<file path="src/rtl/pipe_hazard_ctrl_pkg.sv">
// Shared constants for the RV32I hazard/issue controller.
// Optional build macro HAZARD_BYPASS_EN is consumed by pipe_hazard_ctrl.
package pipe_hazard_ctrl_pkg;

    localparam int DEPTH_DEF     = 4;
    localparam int REG_IDX_W_DEF = 5;
    localparam int CNT_W_DEF     = 16;
    localparam int REG_X0        = 0;

    // Width of a reservation count able to hold 0..depth inclusive.
    function automatic int flush_w(input int depth);
        return $clog2(depth) + 1;
    endfunction

endpackage

</file>
<file path="src/rtl/pipe_hazard_ctrl_rsv_queue.sv">
// In-order circular reservation queue: {valid, rd} per slot, with
// per-entry source match vectors and head selection for the hazard logic.
module pipe_hazard_ctrl_rsv_queue
    import pipe_hazard_ctrl_pkg::*;
#(
    parameter int DEPTH     = DEPTH_DEF,
    parameter int REG_IDX_W = REG_IDX_W_DEF,
    localparam int PTR_W    = $clog2(DEPTH),
    localparam int FW       = flush_w(DEPTH)
) (
    input  logic                 clk,
    input  logic                 rst,
    input  logic                 pop,
    input  logic                 alloc,
    input  logic [REG_IDX_W-1:0] alloc_rd,
    input  logic [FW-1:0]        flush_k,
    input  logic [REG_IDX_W-1:0] rs1,
    input  logic [REG_IDX_W-1:0] rs2,
    output logic [DEPTH-1:0]     match1,
    output logic [DEPTH-1:0]     match2,
    output logic [DEPTH-1:0]     head_sel,
    output logic [REG_IDX_W-1:0] head_rd,
    output logic [FW-1:0]        count,
    output logic                 full,
    output logic                 empty
);

    logic [DEPTH-1:0]     valid;
    logic [DEPTH-1:0]     valid_next;
    logic [REG_IDX_W-1:0] rd_mem [DEPTH];
    logic [PTR_W-1:0]     wr_ptr;
    logic [PTR_W-1:0]     rd_ptr;
    logic [PTR_W-1:0]     wr_after;
    logic [PTR_W-1:0]     age;
    logic [FW-1:0]        count_next;

    // Retire, then allocate, then squash the flush_k youngest slots
    // (age 0 is the slot just below the post-allocation write pointer).
    always_comb begin
        wr_after   = wr_ptr + PTR_W'(alloc);
        valid_next = valid;
        age        = '0;
        if (pop)
            valid_next[rd_ptr] = 1'b0;
        if (alloc)
            valid_next[wr_ptr] = 1'b1;
        for (int i = 0; i < DEPTH; i++) begin
            age = wr_after - PTR_W'(i) - PTR_W'(1);
            if ({1'b0, age} < flush_k)
                valid_next[i] = 1'b0;
        end
        count_next = count - FW'(pop) + FW'(alloc) - flush_k;
    end

    always_ff @(posedge clk or posedge rst) begin
        if (rst) begin
            valid  <= '0;
            wr_ptr <= '0;
            rd_ptr <= '0;
            count  <= '0;
            full   <= 1'b0;
            empty  <= 1'b1;
        end else begin
            valid  <= valid_next;
            wr_ptr <= wr_after - PTR_W'(flush_k);
            rd_ptr <= rd_ptr + PTR_W'(pop);
            count  <= count_next;
            full   <= (count_next == FW'(DEPTH));
            empty  <= (count_next == '0);
        end
    end

    always_ff @(posedge clk) begin
        if (alloc)
            rd_mem[wr_ptr] <= alloc_rd;
    end

    always_comb begin
        match1 = '0;
        match2 = '0;
        for (int i = 0; i < DEPTH; i++) begin
            match1[i] = valid[i] && (rd_mem[i] == rs1);
            match2[i] = valid[i] && (rd_mem[i] == rs2);
        end
    end

    assign head_sel = DEPTH'(1) << rd_ptr;
    assign head_rd  = rd_mem[rd_ptr];

endmodule

</file>
<file path="src/rtl/pipe_hazard_ctrl.sv">
// Decode-side scoreboard and issue control for the in-order RV32I pipeline.
// Define HAZARD_BYPASS_EN to let a dependent issue in its producer's writeback cycle.
module pipe_hazard_ctrl
    import pipe_hazard_ctrl_pkg::*;
#(
    parameter int DEPTH     = DEPTH_DEF,
    parameter int REG_IDX_W = REG_IDX_W_DEF,
    parameter int CNT_W     = CNT_W_DEF,
    localparam int FW       = flush_w(DEPTH)
) (
    input  logic                 clk,
    input  logic                 rst,
    input  logic                 id_valid,
    input  logic [REG_IDX_W-1:0] id_rs1,
    input  logic [REG_IDX_W-1:0] id_rs2,
    input  logic                 id_use_rs1,
    input  logic                 id_use_rs2,
    input  logic [REG_IDX_W-1:0] id_rd,
    input  logic                 id_wb_e,
    output logic                 id_stall,
    output logic                 id_issue,
    input  logic                 wb_valid,
    input  logic [REG_IDX_W-1:0] wb_rd,
    input  logic [FW-1:0]        flush_n,
    output logic [FW-1:0]        inflight,
    output logic                 full,
    output logic                 empty,
    output logic                 err_wb,
    output logic [CNT_W-1:0]     stall_cnt
);

    logic [DEPTH-1:0]     match1;
    logic [DEPTH-1:0]     match2;
    logic [DEPTH-1:0]     head_sel;
    logic [REG_IDX_W-1:0] head_rd;
    logic                 pop;
    logic                 alloc;
    logic [FW-1:0]        live;
    logic [FW-1:0]        flush_k;
    logic                 use1;
    logic                 use2;
    logic                 young1;
    logic                 young2;
    logic                 head1;
    logic                 head2;
    logic                 hit1;
    logic                 hit2;
    logic                 full_block;

    function automatic logic [CNT_W-1:0] sat_inc(input logic [CNT_W-1:0] v);
        return (&v) ? v : v + CNT_W'(1);
    endfunction

    pipe_hazard_ctrl_rsv_queue #(
        .DEPTH     (DEPTH),
        .REG_IDX_W (REG_IDX_W)
    ) u_queue (
        .clk      (clk),
        .rst      (rst),
        .pop      (pop),
        .alloc    (alloc),
        .alloc_rd (id_rd),
        .flush_k  (flush_k),
        .rs1      (id_rs1),
        .rs2      (id_rs2),
        .match1   (match1),
        .match2   (match2),
        .head_sel (head_sel),
        .head_rd  (head_rd),
        .count    (inflight),
        .full     (full),
        .empty    (empty)
    );

    // x0 is never a real dependency, so rd=0 reservations can never match.
    assign use1   = id_use_rs1 && (id_rs1 != REG_IDX_W'(REG_X0));
    assign use2   = id_use_rs2 && (id_rs2 != REG_IDX_W'(REG_X0));
    assign young1 = |(match1 & ~head_sel);
    assign young2 = |(match2 & ~head_sel);
    assign head1  = |(match1 & head_sel);
    assign head2  = |(match2 & head_sel);
    assign pop    = wb_valid && !empty;

`ifdef HAZARD_BYPASS_EN
    logic head_retiring;
    assign head_retiring = pop && (head_rd == wb_rd);
    assign hit1          = use1 && (young1 || (head1 && !head_retiring));
    assign hit2          = use2 && (young2 || (head2 && !head_retiring));
    assign full_block    = full && !pop;
`else
    assign hit1          = use1 && (young1 || head1);
    assign hit2          = use2 && (young2 || head2);
    assign full_block    = full;
`endif

    assign id_stall = id_valid && (hit1 || hit2 || (id_wb_e && full_block));
    assign id_issue = id_valid && !id_stall;
    assign alloc    = id_issue && id_wb_e;

    // A same-cycle allocation is younger than the flushing branch, so it is counted.
    assign live    = inflight - FW'(pop) + FW'(alloc);
    assign flush_k = (flush_n < live) ? flush_n : live;

    always_ff @(posedge clk or posedge rst) begin
        if (rst) begin
            err_wb    <= 1'b0;
            stall_cnt <= '0;
        end else begin
            if (wb_valid && (empty || (head_rd != wb_rd)))
                err_wb <= 1'b1;
            if (id_stall)
                stall_cnt <= sat_inc(stall_cnt);
        end
    end

endmodule

</file>
<file path="config.mk">
export PLATFORM = sky130hd
export DESIGN_NAME = pipe_hazard_ctrl
export DESIGN_NICKNAME = d
export VERILOG_FILES = /design/src/rtl/pipe_hazard_ctrl_pkg.sv /design/src/rtl/pipe_hazard_ctrl_rsv_queue.sv /design/src/rtl/pipe_hazard_ctrl.sv
export SDC_FILE = /design/constraint.sdc
export NUM_CORES = 1
export LEC_CHECK = 0
export ABC_CLOCK_PERIOD_IN_PS = 5500
export CORE_MARGIN = 2
export CORE_UTILIZATION = 40
export CTS_BUF_LIST = sky130_fd_sc_hd__clkbuf_16
export CTS_CLUSTER_DIAMETER = 30
export DETAILED_ROUTE_END_ITERATION = 6
export PLACE_DENSITY = 0.7
export SYNTH_ARGS = -nofsm -noshare
export SYNTH_HDL_FRONTEND = slang
export SYNTH_HIERARCHICAL = 1
export SYNTH_SLANG_ARGS = --single-unit
</file>
<file path="constraint.sdc">
create_clock -name clk -period 5.5 [get_ports clk]
set_input_delay 0.825 -clock clk [delete_from_list [all_inputs] [get_ports clk]]
set_output_delay 0.825 -clock clk [all_outputs]
set_load 0.03 [all_outputs]
</file>
; Word-level counts from Yosys, hierarchy flattened
; Memories as Yosys holds them, arrays and structs flattened.
; Index checks and enable logic that the tools add are counted.
[word_totals]
regBits = 30
mem_bits_rw = 20
out_inout_bits = 24
wordCells = 100
n_memories = 1
[classes]
add_sub_neg = 13
order_cmp = 9
eq_ne = 10
shifts = 1
muxes = 13
n_bitwise = 9
reduce_logical = 36
[mem_list]
columns = name, depth, word_bits, rd, rd_clocked_by_memory_dff, write_ports, line
row1 = u_queue.rd_mem, 4, 5, 5, 0, 1, pipe_hazard_ctrl_rsv_queue.sv:30  ; logic [REG_IDX_W-1:0] rd_mem [DEPTH];
[op_table]
columns = operator, n
row1 = 5-bit == test, 8
row2 = 4-bit AND, 5
row3 = 1-bit logical AND, 20
row4 = 16-bit by 1-bit adder with 16-bit output (second input constant), 1
row5 = 16-bit AND reduction, 1
row6 = 4-bit OR reduction, 4
row7 = 2-bit by 3-bit < comparator with 1-bit output, 4
row8 = 5-bit nonzero test, 2
row9 = 1-bit 2-to-1 mux, 8
row10 = 4-bit 2-to-1 mux, 2
row11 = 4-bit inverter, 2
row12 = 2-bit by 1-bit subtractor with 2-bit output (second input constant), 4
row13 = 2-bit by 3-bit < comparator with 1-bit output (second input constant), 2
row14 = 1-bit logical OR, 5
row15 = 5-bit != test, 1
row16 = 2-bit by 1-bit adder with 2-bit output, 2
row17 = 1-bit demux with 2-bit select, 2
row18 = 2-bit by 1-bit >= comparator with 1-bit output (second input constant), 2
row19 = 4-bit OR, 1
row20 = 1-bit by 2-bit left shift with 4-bit output (first input constant), 1
row21 = 2-bit subtractor (second input constant), 2
row22 = 3-bit by 1-bit adder with 3-bit output, 1
row23 = 3-bit == test (second input constant), 1
row24 = 3-bit logical NOT, 1
row25 = other kinds (8), 9

; Depth between registers and ports, before layout
[logic_depth]
word_depth = 17
mapped_depth = 29

; Cells and area by module
; The synthesis kept the hierarchy.
[by_module_without_submodules]
columns = mod, n_inst, cells_each, area_per_inst_um2
row1 = pipe_hazard_ctrl_rsv_queue, 1, 155, 1949.4
row2 = pipe_hazard_ctrl, 1, 125, 1176.1

; Least setup slack after synthesis
; OpenSTA, ideal clock, no wires.
[synth_path]
kind = input port to flip-flop
from = in id_rs1[1]
to = reg u_queue.full
setup_time_ns = 0.080
arrival_ns = 5.826
required_ns = 5.420
slack_ns = -0.406
path_stages = 28
cell_sequence = clkbuf_1 -> xor2_1 -> nor4_1 -> and3_1 -> o41ai_1 -> a21oi_1 -> a211oi_1 -> and3_1 -> inv_1 -> ha_1 -> inv_1 -> ha_1 -> inv_1 -> fa_1 -> xnor2_1 -> xnor2_1 -> ha_1 -> o21bai_1 -> mux2_2 -> inv_1 -> fa_1 -> inv_1 -> fa_1 -> inv_1 -> ha_1 -> xnor2_1 -> xnor2_1 -> nor3b_2
[synth_between]
elab_chain_len = 17
word_cells_on_any_way = 27
classes_between = add/sub: 2 / order compare: 1 / eq/ne: 5 / mux: 1 / bitwise: 2 / reduce/logical: 16
[synth_lines]
columns = item, line
row1 = start: declaration, pipe_hazard_ctrl.sv:14  ; input logic [REG_IDX_W-1:0] id_rs1,
row2 = 5-bit == test (*), pipe_hazard_ctrl_rsv_queue.sv:82  ; match1[i] = valid[i] && (rd_mem[i] == rs1);
row3 = 1-bit logical AND (*), pipe_hazard_ctrl_rsv_queue.sv:82
row4 = named net match1[2], pipe_hazard_ctrl.sv:32  ; logic [DEPTH-1:0] match1;
row5 = "4-bit AND, on equally long branches", "pipe_hazard_ctrl.sv:78, pipe_hazard_ctrl.sv:80"
row6 = "4-bit OR reduction, on equally long branches", "pipe_hazard_ctrl.sv:78, pipe_hazard_ctrl.sv:80"
row7 = 1-bit logical OR (*), pipe_hazard_ctrl.sv:91  ; assign hit1 = use1 && (young1 || head1);
row8 = 1-bit logical AND (*), pipe_hazard_ctrl.sv:91
row9 = 1-bit logical OR (*) (2 in a row), pipe_hazard_ctrl.sv:96  ; assign id_stall = id_valid && (hit1 || hit2 || (id_wb_e && full_block));
row10 = (+4 left out), n/a
row11 = named net alloc, pipe_hazard_ctrl.sv:37  ; logic alloc;
row12 = 3-bit by 1-bit adder with 3-bit output (*), pipe_hazard_ctrl.sv:101  ; assign live = inflight - FW'(pop) + FW'(alloc);
row13 = 3-bit < comparator, pipe_hazard_ctrl.sv:102  ; assign flush_k = (flush_n < live) ? flush_n : live;
row14 = 3-bit 2-to-1 mux (*), pipe_hazard_ctrl.sv:102
row15 = named net flush_k[0], pipe_hazard_ctrl.sv:39  ; logic [FW-1:0] flush_k;
row16 = 3-bit subtractor (*), pipe_hazard_ctrl_rsv_queue.sv:52  ; count_next = count - FW'(pop) + FW'(alloc) - flush_k;
row17 = named net u_queue.count_next[2], pipe_hazard_ctrl_rsv_queue.sv:35  ; logic [FW-1:0] count_next;
row18 = 3-bit == test (*), pipe_hazard_ctrl_rsv_queue.sv:68  ; full <= (count_next == FW'(DEPTH));
row19 = end signal: assignment, pipe_hazard_ctrl_rsv_queue.sv:68
row20 = end: declaration, pipe_hazard_ctrl_rsv_queue.sv:24  ; output logic full,
; The timed path passes the listed nets; every way through them passes the cells marked *.
; A chain may end at the register's enable or synchronous reset.

; Worst setup path in the final report
[layout_path]
from = in id_rs2[0]
to = reg u_queue.full
[layout_between]
elab_chain_len = 17
word_cells_on_any_way = 27
classes_between = add/sub: 2 / order compare: 1 / eq/ne: 5 / mux: 1 / bitwise: 2 / reduce/logical: 16
[layout_lines]
columns = item, line
row1 = start: declaration, pipe_hazard_ctrl.sv:15  ; input logic [REG_IDX_W-1:0] id_rs2,
row2 = 5-bit == test (*), pipe_hazard_ctrl_rsv_queue.sv:83  ; match2[i] = valid[i] && (rd_mem[i] == rs2);
row3 = 1-bit logical AND (*), pipe_hazard_ctrl_rsv_queue.sv:83
row4 = named net match2[0], pipe_hazard_ctrl.sv:33  ; logic [DEPTH-1:0] match2;
row5 = "4-bit AND, on equally long branches", "pipe_hazard_ctrl.sv:79, pipe_hazard_ctrl.sv:81"
row6 = "4-bit OR reduction, on equally long branches", "pipe_hazard_ctrl.sv:79, pipe_hazard_ctrl.sv:81"
row7 = 1-bit logical OR (*), pipe_hazard_ctrl.sv:92  ; assign hit2 = use2 && (young2 || head2);
row8 = 1-bit logical AND (*), pipe_hazard_ctrl.sv:92
row9 = 1-bit logical OR (*) (2 in a row), pipe_hazard_ctrl.sv:96
row10 = (+4 left out), n/a
row11 = named net alloc, pipe_hazard_ctrl.sv:37
row12 = 3-bit by 1-bit adder with 3-bit output (*), pipe_hazard_ctrl.sv:101
row13 = 3-bit < comparator, pipe_hazard_ctrl.sv:102
row14 = 3-bit 2-to-1 mux (*), pipe_hazard_ctrl.sv:102
row15 = named net flush_k[0], pipe_hazard_ctrl.sv:39
row16 = 3-bit subtractor (*), pipe_hazard_ctrl_rsv_queue.sv:52
row17 = named net u_queue.count_next[2], pipe_hazard_ctrl_rsv_queue.sv:35
row18 = 3-bit == test (*), pipe_hazard_ctrl_rsv_queue.sv:68
; Marks and branches as above.

==> metrics.md <==
| Metric | Value |
|---|---|
| Synth Warn # | `6` |
| Syn nets | `approximately 330` |
| Min Tclk post-route | `around 5.4 ns` |
| Arrival time worst endpoint | `5.64 ns` |
| Clock transition at the registers of the reported paths | `roughly 0.07 ns` |
| Worst path slowest cell | `fa_1` |
| CP dominant cell by count | `inv_2` |
| Pwr/cell area | `about 490 mW/mm²` |
| Port buffer count | `53` |
| Worst r2r path cells | `27` |
| Row cnt | `32` |
| Residual DRC | `0` |
| N_diodes | `0` |
| CTS sink count | `50` |
| Fin nets | `around 400` |
| Reg2reg start | `u_queue/rd_mem[1][4]$_DFFE_PP_` |
| Peak VDD IR | `0.343 mV` |
| Clock buffer depth | `2` |
| Overflow after GRT | `0` |
| Final routed wire length divided by cell count | `between 15 and 20 µm` |
| Clock root buffer | `clkbuf_16` |
| Core region area | `0.00761 mm²` |
| CP Launch Type | `input port` |
| DRT iter0 DRCs | `between 80 and 90` |
| Worst Hold Depth | `1` |
| Crit. End Element | `register` |
| Vias in the first global route | `2440` |
| Status | `completed` |
| RePlAce Congestion | `0.926` |
| Total number of vias | `roughly 2300` |
| Number of vias per cell | `between 5 and 6` |
| Synthesized area per cell | `~11 µm²` |
| Slew margin rel. | `0.544` |
| Least-Margin Pin Slew | `between 0.6 and 0.7 ns` |
| Tot GR Track Use | `0.180` |
| Final Cycle Share | `0.986` |
| RSZ-0062 raised after global routing | `true` |
| CTS tree | `yes` |
| Dpl hpwl | `5570 µm` |
| Inserted Clock Buffers | `5` |
| H-tree depth | `2` |
| Hold_sp | `err_wb$_DFFE_PP0P_` |
| Post-Syn Area | `0.00310 mm²` |
| Critical-path maximum fanout | `5` |
| Routed metal-1 wirelength | `around 3100 µm` |
| Filler cell count | `roughly 670` |
| Slowest Stage Delay on Critical Path | `0.47 ns` |
| Area Growth Syn to Fin | `36.0%` |
| Clk_skew | `0.00671 ns` |
| Final WL | `7190 µm` |
| Initial Util | `0.408` |
| Die ar. | `0.00848 mm²` |
| Synth Instances | `276` |
| Initial DRT Pass Iterations | `4` |
| Largest net degree at the start of global routing | `18` |
| Register Area | `~0.0014 mm²` |
| Die W | `92.1 µm` |
| Max-slew violations | `0` |
| Final ANT Viol Nets | `0` |
| CP Class | `input port to register` |
| Final Util | `0.555` |
| Fmax | `~0.18 GHz` |
| Initial antenna violation count | `0` |
| Clock Latency Late Sink | `0.29 ns` |
| Met2 wire len | `3670 µm` |
| Ports | `54` |
| # Max-Cap Violations | `0` |
| Critical path required time | `around 5.7 ns` |
| Area occupied by multi-input gates | `0.00181 mm²` |
| Max Used Layer | `met4` |
| Global-route wire length before repair | `12100 µm` |
| Leak | `approximately 1.8 nW` |
| Worst min path class | `register to register` |
| Setup TNS | `0 ns` |
| Share of cells above drive strength 1 | `0.241` |
| Hold Vio Cnt, Final | `0` |
| DR WL met3 | `294 µm` |
| Worst Setup SP | `id_rs2[0]` |
| Setup Viol. Count Final | `0` |
| Die height | `92.1 µm` |
## layout by cell type, fill, tap and decap left out, types with 10 or more instances in the layout
cell type        instances
clkdlybuf4s50_1         43
dfrtp_1                 29
xor2_1                  28
xnor2_1                 26
buf_4                   25
edfxtp_1                20
and3_1                  15
inv_1                   13
ha_1                    13
nand3_1                 11
nor2_1                  10
nand2_1                 10
a21oi_1                 10
## area by class of cell
class	count	share of cell area
clock inverter	3	0.0104
inverter	18	0.0160
timing repair buffer	76	0.165
sequential	50	0.320
tap	102	0.0302
multi-input combinational	201	0.428
clock buffer	5	0.0296
## final timing paths
| check | endpoint | slack (ns) |
|---|---|---|
| setup reg to reg | u_queue/full$_DFF_PP0_ | 0.21 |
| setup / recovery | u_queue/full$_DFF_PP0_ | 0.08 |
| hold / removal | err_wb$_DFFE_PP0P_ | 0.48 |
| hold reg to reg | err_wb$_DFFE_PP0P_ | 0.48 |
| max in group asynchronous | stall_cnt[10]$_DFFE_PP0P_ | 4.09 |
| min in group asynchronous | u_queue/valid[2]$_DFF_PP0_ | 0.91 |
## layer usage
layer | track usage | vias up
li1 | - | 1127
met1 | 0.227 | 1148
met2 | 0.313 | 55
met3 | 0.0370 | 9
met4 | 0.0498 | 0
met5 | 0 | -
## through the flow
step / instance area, µm² / setup WS, ns / hold slack (ns) / total power, W / std cells
final: 4220 / 0.0753 / 0.484 / 0.00205 / 455
after global routing: 4220 / -0.193 / 0.520 / 0.00223 / 455
after CTS: 4110 / 0.0140 / 0.481 / 0.00202 / 452
after detailed placement: 3890 / -0.975 / 0.451 / 0.00164 / 438
after global placement: 3890 / -0.861 / 0.451 / 0.00161 / 438
after floorplan: 3180 / -0.136 / 0.540 / 0.00132 / 276
## state kept, by name, indices dropped and copies added (netlist names)
name            flops
err_wb              1
stall_cnt          16
u_queue/count       3
u_queue/empty       1
u_queue/full        1
u_queue/rd_mem     20
u_queue/rd_ptr      2
u_queue/valid       4
u_queue/wr_ptr      2
## power by group
part	internal (W)	switching, W
Sequential	0.000473	0.0000994
Combinational	0.000596	0.000542
Clock	0.000215	0.000130
Total	0.00128	0.000771
## timing repair
action / CTS / global route
pin swaps: 16 / 10
setup endpoints to repair: 10 / 3
setup buffers: 6 / 3
hold buffers: 0 / 0
resized for setup: 57 / 19
## critical path, delay by kind of cell
family                     cells  cell delay (ns)
xor gates and xnor gates       5             0.76
buffers and inverters          8             0.48
AOI/OAI and AO/OA              4             0.83
adders and majority gates      7             1.79
and+or+nand+nor                4             0.61
muxes                          1             0.33
Power figures use the tool's default switching activity.
